`src/rtl/clock_div_multi.sv`:
```
// Multi-channel programmable clock divider: each channel toggles clk_out every hp
// clk_in cycles, with glitch-free half-period updates and a global phase-align sync.
module clock_div_multi #(
    parameter int  CHANNELS    = 4,
    parameter int  WIDTH       = 8,
    parameter int  DEFAULT_DIV = 2,
    localparam int SEL_W       = (CHANNELS > 1) ? $clog2(CHANNELS) : 1
) (
    input  logic                clk_in,
    input  logic                rst,
    input  logic [CHANNELS-1:0] run,
    input  logic                sync,
    input  logic                div_wr,
    input  logic [SEL_W-1:0]    div_sel,
    input  logic [WIDTH-1:0]    div_data,
    output logic                div_ack,
    output logic [CHANNELS-1:0] clk_out,
    output logic [CHANNELS-1:0] tick
);

    logic [WIDTH-1:0]    hp       [CHANNELS];
    logic [WIDTH-1:0]    pend     [CHANNELS];
    logic [WIDTH-1:0]    cnt      [CHANNELS];
    logic [WIDTH-1:0]    pend_nxt [CHANNELS];
    logic [CHANNELS-1:0] terminal;
    logic                wr_valid;
    logic [WIDTH-1:0]    wr_value;

    // NOTE: every signal driven here gets a value on every path, so no latch is inferred.
    always_comb begin
        wr_valid = div_wr && (int'(div_sel) < CHANNELS);
        wr_value = (div_data == '0) ? WIDTH'(1) : div_data;
        terminal = '0;
        for (int i = 0; i < CHANNELS; i++) begin
            terminal[i] = (cnt[i] == hp[i] - WIDTH'(1));
            pend_nxt[i] = (wr_valid && div_sel == SEL_W'(i)) ? wr_value : pend[i];
        end
    end

    // NOTE: state uses non-blocking assignments so every channel samples pre-edge values.
    always_ff @(posedge clk_in or posedge rst) begin
        if (rst) begin
            div_ack <= 1'b0;
            clk_out <= '0;
            tick    <= '0;
            // NOTE: hp/pend are register arrays, not RAM; they must reset to the default divisor.
            for (int i = 0; i < CHANNELS; i++) begin
                cnt[i]  <= '0;
                hp[i]   <= WIDTH'(DEFAULT_DIV);
                pend[i] <= WIDTH'(DEFAULT_DIV);
            end
        end else begin
            div_ack <= wr_valid;
            for (int i = 0; i < CHANNELS; i++) begin
                pend[i] <= pend_nxt[i];
                tick[i] <= 1'b0;
                if (sync) begin
                    // A write landing in the sync cycle is used immediately.
                    cnt[i]     <= '0;
                    clk_out[i] <= 1'b0;
                    hp[i]      <= pend_nxt[i];
                end else if (run[i]) begin
                    if (terminal[i]) begin
                        // Only the already-stored pend is adopted, so a half-period never shortens mid-way.
                        cnt[i]     <= '0;
                        clk_out[i] <= ~clk_out[i];
                        tick[i]    <= ~clk_out[i];
                        hp[i]      <= pend[i];
                    end else begin
                        cnt[i] <= cnt[i] + WIDTH'(1);
                    end
                end
            end
        end
    end

endmodule

```
`config.mk`:
```
export PLATFORM = sky130hd
export DESIGN_NAME = clock_div_multi
export DESIGN_NICKNAME = d
export VERILOG_FILES = /design/src/rtl/clock_div_multi.sv
export SDC_FILE = /design/constraint.sdc
export NUM_CORES = 1
export LEC_CHECK = 0
export CORE_MARGIN = 2
export CORE_UTILIZATION = 35
export DETAILED_ROUTE_END_ITERATION = 8
export GPL_ROUTABILITY_DRIVEN = 0
export GPL_TIMING_DRIVEN = 1
export PLACE_DENSITY = 0.51
export REMOVE_ABC_BUFFERS = 1
export SLEW_MARGIN = 40
export SYNTH_ARGS = -nofsm -noshare
export SYNTH_HDL_FRONTEND = slang
export SYNTH_SLANG_ARGS = --single-unit
```
`constraint.sdc`:
```
create_clock -name clk_in -period 6.1 [get_ports clk_in]
set_input_delay 1.22 -clock clk_in [delete_from_list [all_inputs] [get_ports clk_in]]
set_output_delay 1.22 -clock clk_in [all_outputs]
set_load 0.05 [all_outputs]
```
==> results.toml, run 1 <==
[die]
dieWidth_um = 136.4
core_area_mm2 = 0.01724
ios = 27
start_util = 0.3561
die-area_mm2 = 0.01861
rows = 48
die_h_um = 136.4

[timing]
hold_violations = 0
period_needed_ns = 3.085
finalMaxSlewViolations = 0
fin_worst_skew_ns = 0.006084
finalSetupViolCount = 0
timing.max_slew.rel_slack = 0.4525
tightest_slew_ns = 0.8193
fin_crit_sh = 0.5058
rsz0062_at_grt = "no"
tns_ns = 0
fmax_mhz = 324.1

[finish]
nets = 659
n_antenna_cell = 0
final_util = 0.3977
drive_gt1_frac = 0.1052
n_fill_cell = 1675
mostFrequentLayoutCell = "dfrtp_1"
syn2layout_area_growth_pct = 11.70
postLayoutCellArea_mm2 = 0.006855
layout_common_cells = "dfrtp_1 (97), nand2_1 (59), nor2_1 (41), xnor2_1 (31), o21ai_0 (29)"

[clocking]
clockRootBuffer = "clkbuf_16"
cts_max_level = 3
post_cts_buffers = 0
cts_tree = "built"
cts_sinks = 105
clk_pin_slew_ns = 0.07
cts_buffers = 9
postCtsHoldBufs = 0
cts_resized = 0
cts_buffer_depth = 2
clk_latency_ns = 0.36

[setup_path]
start_kind = "input port"
crit_fanout = 19
crit_type = "in2reg"
worstPathRequired_ns = 6.35
arrival_ns = 3.33
cp-end-kind = "register"

[routing]
drc_errors = 0
wl_per_cell_um = 16.76
drt-total-wl_mm = 14.45
viasPerCell = 5.600
num_vias = 4827
ant_nets = 0
drtIter0Drc = 328
first_pass_iters = 4

[grt]
grt_pass1_vias = 4775
grt_use_met2 = 0.2797
busiest_layer = "met2"
grt.met3_usage = 0.03244
grt_first_pass_wirelength_mm = 24.25
overflow = 0
antenna_found_initial = 0
grt_util_met1 = 0.2151
track_usage = 0.1661
grt_start_max_net_pins = 81

[worst_hold_path]
min-delay-path-class = "reg2reg"

[synth]
synth_cells = 631
synth_cell_types = 66
synth.area.top_cells = "dfrtp_1 (40%), mux2_2 (5.1%), xnor2_1 (4.4%), nand2_1 (3.6%), dfstp_2 (3.4%)"
ys_async_sr_fraction = 1.000
synth_top_area_cell = "dfrtp_1"
synth_top_area_share = 0.3955
ys_seq_elements = 105
syn-cell-area_mm2 = 0.006137
synth_edf_count = 0
synth_warnings = 0
synth.yosys.seq_area_share = 0.4298
syn_avg_cell_area_um2 = 9.726
ys.flop_type = "dfrtp_1"

[pwr]
total_leakage_power_nw = 2.776
cellInternalPower_mw = 1.336
power.density_mw_per_mm2 = 277.5
comb_power_share = 0.211
switchingPower_mw = 0.5663
p_seq_frac = 0.457
ir_drop_v = 0.0001351
p_sw_frac = 0.2977
clock_power_share = 0.333

[placed_design]
dpl-instance-area_mm2 = 0.006538
port-buffer-count = 26
place_hpwl_mm = 9.327

[run]
cap_viol_max_count = 0

[run_status]
status = "completed"
## synth_stat cells, types with 5 or more instances
| cell type | n |
|---|---|
| a211oi_1 | 8 |
| a21oi_1 | 17 |
| a31oi_1 | 15 |
| and3_1 | 19 |
| clkbuf_1 | 30 |
| dfrtp_1 | 97 |
| dfstp_2 | 8 |
| ha_1 | 8 |
| inv_1 | 15 |
| mux2_2 | 28 |
| mux2i_1 | 19 |
| nand2_1 | 59 |
| nand2b_1 | 7 |
| nand3_1 | 20 |
| nand3b_1 | 6 |
| nand4_1 | 8 |
| nand4b_1 | 6 |
| nor2_1 | 41 |
| nor3_1 | 13 |
| nor4_1 | 6 |
| nor4b_1 | 8 |
| o21ai_0 | 29 |
| o21ai_1 | 16 |
| o22a_1 | 10 |
| o31ai_1 | 11 |
| o41a_1 | 8 |
| o41ai_1 | 8 |
| or4_1 | 5 |
| xnor2_1 | 31 |
| xor2_1 | 11 |
## critical path: stages
cell and delay (ns):
clkdlybuf4s50_1 0.93, inv_1 0.46, o41a_1 0.52, o22a_1 0.18
## through the flow
step	power, mW	setup slack [ns]	hold slack [ns]	instances
after CTS	1.924	3.026	0.4909	862
after detailed placement	1.281	2.638	0.4803	847
final	1.902	3.015	0.4818	862
after global routing	2.012	2.882	0.5058	862
after floorplan	1.161	2.133	0.4790	591
after global placement	1.265	2.690	0.4739	847
## path summary, 6_finish.rpt
path	slack, ns	to	depth (start not counted)	start
worst max-delay path	3.01	hp[15]$_DFFE_PP0P_	4	run[2]
min in group asynchronous	1.37	pend[23]$_DFF_PP0_	2	rst
worst min register to register	0.48	tick[0]$_DFF_PP0_	1	clk_out[0]$_DFFE_PP0P_
max in group asynchronous	3.81	pend[25]$_DFF_PP1_	3	rst
worst min-delay path	0.48	tick[0]$_DFF_PP0_	1	clk_out[0]$_DFFE_PP0P_
worst max register to register	3.33	hp[15]$_DFFE_PP0P_	7	hp[9]$_DFFE_PP1P_
## routing by layer
metal / wire [um] / vias up
li1: - / 2350
met1: 6858 / 2385
met2: 6933 / 72
met3: 408 / 20
met4: 245 / 0
met5: 0 / -
## sequential cells by signal, indices dropped and copies added, names as in the netlist
| signal | cells |
|---|---|
| clk_out | 4 |
| cnt | 32 |
| div_ack | 1 |
| hp | 32 |
| pend | 32 |
| tick | 4 |
## kinds of logic after synthesis
| logic type | share of synthesized area |
|---|---|
| simple gates | 0.1931 |
| compound gates | 0.1713 |
| flops | 0.4298 |
| buf+inv | 0.03996 |
| mux | 0.08236 |
| xor+xnor | 0.06728 |
| fa+ha+maj | 0.01631 |
## power groups by stage
stage,Sequential (mW),Combinational (mW),Clock (mW)
after floorplan,0.859,0.302,0
after global placement,0.878,0.387,0
after detailed placement,0.881,0.401,0
after CTS,0.868,0.403,0.653
after global routing,0.883,0.448,0.680
final,0.868,0.401,0.633
## final cells by class
type | instances | area, um2 | area share
clock inverters | 3 | 65.06 | 0.009491
flip-flops and latches | 105 | 2638 | 0.3847
multi-input cells | 470 | 3267 | 0.4765
clock buffers | 12 | 246.5 | 0.03596
well taps | 225 | 281.5 | 0.04107
inverters | 16 | 65.06 | 0.009491
repair buffers | 31 | 292.8 | 0.04271
Power figures use the tool's default switching activity.
==> run 2: changes to the inputs <==
clock period = 3.08 ns   (was 6.1 ns; I/O delays follow)
==> run 2 against run 1 <==
Compared with the run above: first-iteration DRC count shrank 7.6%; die area is the same; largest power group unchanged; critical endpoint is now clk_out[1]$_DFFE_PP0P_; wire length grew 1.7%; combinational power grew 100%; hold slack gained 0.0031 ns; final area grew 1.3%; critical path depth grew 4; sequential share of layout area shrank 0.51 points.
==> results.toml, run 2 (synthesis gave the netlist of run 1 again) <==
[run_status]
status = "completed"

[timing]
fmax_mhz = 372.9
hold_violations = 0
period_needed_ns = 2.682
fin_worst_skew_ns = 0.007464
timing.max_slew.rel_slack = 0.5630
finalMaxSlewViolations = 0
tns_ns = 0
finalSetupViolCount = 0
holdWs_ns = 0.4849
rsz0062_at_grt = "no"
fin_crit_sh = 0.8707
tightest_slew_ns = 0.6526

[pwr]
power.density_mw_per_mm2 = 537.2
total_leakage_power_nw = 2.835
ir_drop_v = 0.0002590

[clocking]
clockRootBuffer = "clkbuf_16"
clk_latency_ns = 0.36
cts_sinks = 105
post_cts_buffers = 0
cts_buffers = 9
cts_resized = 0
cts_max_level = 3
cts_buffer_depth = 2
cts_tree = "built"
clk_pin_slew_ns = 0.07
postCtsHoldBufs = 0

[run]
cap_viol_max_count = 0

[die]
rows = 48
die_h_um = 136.4
start_util = 0.3561
ios = 27
core_area_mm2 = 0.01724
die-area_mm2 = 0.01861
dieWidth_um = 136.4

[routing]
num_vias = 4811
wl_per_cell_um = 16.78
drt-total-wl_mm = 14.70
ant_nets = 0
viasPerCell = 5.492
drc_errors = 0
drtIter0Drc = 303
first_pass_iters = 4

[finish]
drive_gt1_frac = 0.1244
mostFrequentLayoutCell = "dfrtp_1"
multi_input_area_mm2 = 0.003254
n_fill_cell = 1706
fin_cells = 876
layout_common_cells = "dfrtp_1 (97), nand2_1 (59), nor2_1 (41), xnor2_1 (31), o21ai_0 (29)"
regArea_mm2 = 0.002638
n_antenna_cell = 0
nets = 672
final_util = 0.4030
reg_top3 = "cnt: 32 flops, hp: 32 flops, pend: 32 flops"
syn2layout_area_growth_pct = 13.19

[setup_path]
reg2reg_slack_ns = 0.40
crit_fanout = 13
crit_type = "reg2reg"
crit_slowest_cell = "dfstp_2"
slowest_delay_ns = 0.57
start_kind = "register"
path_cells = "inv_1 > ha_1 > o21ba_2 > a221oi_1 > a41o_1 > nand3_1 > or4_1 > a21oi_1"
cp-end-kind = "register"
arrival_ns = 2.96
worstPathRequired_ns = 3.36

[grt]
antenna_found_initial = 0
overflow = 0
grt_pass1_vias = 4771
grt_first_pass_wirelength_mm = 24.63
track_usage = 0.1692
grt_start_max_net_pins = 43

[worst_hold_path]
min-delay-path-class = "reg2reg"

[placed_design]
place_hpwl_mm = 10.00
placed_cells = 860
port-buffer-count = 26
## run 2: stage by stage
| step | setup slack [ns] | area [um2] | total power, mW |
|---|---|---|---|
| 2_1_floorplan | -0.2833 | 5952 | 2.299 |
| 3_3_place_gp | 0.5233 | 6639 | 2.524 |
| 3_5_place_dp | 0.4198 | 6639 | 2.560 |
| 4_1_cts | 0.3987 | 6947 | 3.773 |
| 5_1_grt | 0.2052 | 6947 | 3.955 |
| 6_report | 0.3983 | 6947 | 3.732 |
## run 2: per-layer routing
layer  track usage  vias to the layer above  wire length [um]  part of all wire
met5             0                        -                 0                 0
met4       0.05961                        0               225             0.015
met3       0.02013                       13               418             0.028
met2        0.2839                       70              7075              0.48
met1        0.2254                     2358              6976              0.47
li1              -                     2370                 -                 -
## run 2: layout make-up
class,instances,share of cell area
repair buffers,44,0.05800
clock buffers,12,0.03692
clock inverters,4,0.007385
inverters,16,0.009006
well taps,225,0.04053
flip-flops and latches,105,0.3797
multi-input cells,470,0.4685
## run 2: path summary, 6_finish.rpt
path                                        start                     end  cells after the start
setup / recovery               hp[17]$_DFFE_PP1P_  clk_out[1]$_DFFE_PP0P_                      8
hold / removal             clk_out[3]$_DFFE_PP0P_       tick[3]$_DFF_PP0_                      1
setup reg to reg               hp[17]$_DFFE_PP1P_  clk_out[1]$_DFFE_PP0P_                      8
hold reg to reg            clk_out[3]$_DFFE_PP0P_       tick[3]$_DFF_PP0_                      1
max in group asynchronous                     rst      hp[25]$_DFFE_PP1P_                      3
min in group asynchronous                     rst      pend[13]$_DFF_PP0_                      2
## run 2: where the power goes
| group | total (mW) | internal [mW] | switching, mW |
|---|---|---|---|
| registers | 1.72 | 1.56 | 0.165 |
| clock network | 1.20 | 0.676 | 0.525 |
| logic | 0.810 | 0.373 | 0.437 |
| total | 3.73 | 2.60 | 1.13 |
## run 2: critical path, delay by kind of cell, from the launching register on
family          cells  cell delay (ns)
fa+ha+maj           1             0.27
buf+inv             1             0.05
compound gates      4             0.83
simple gates        2             0.89
flops               1             0.57
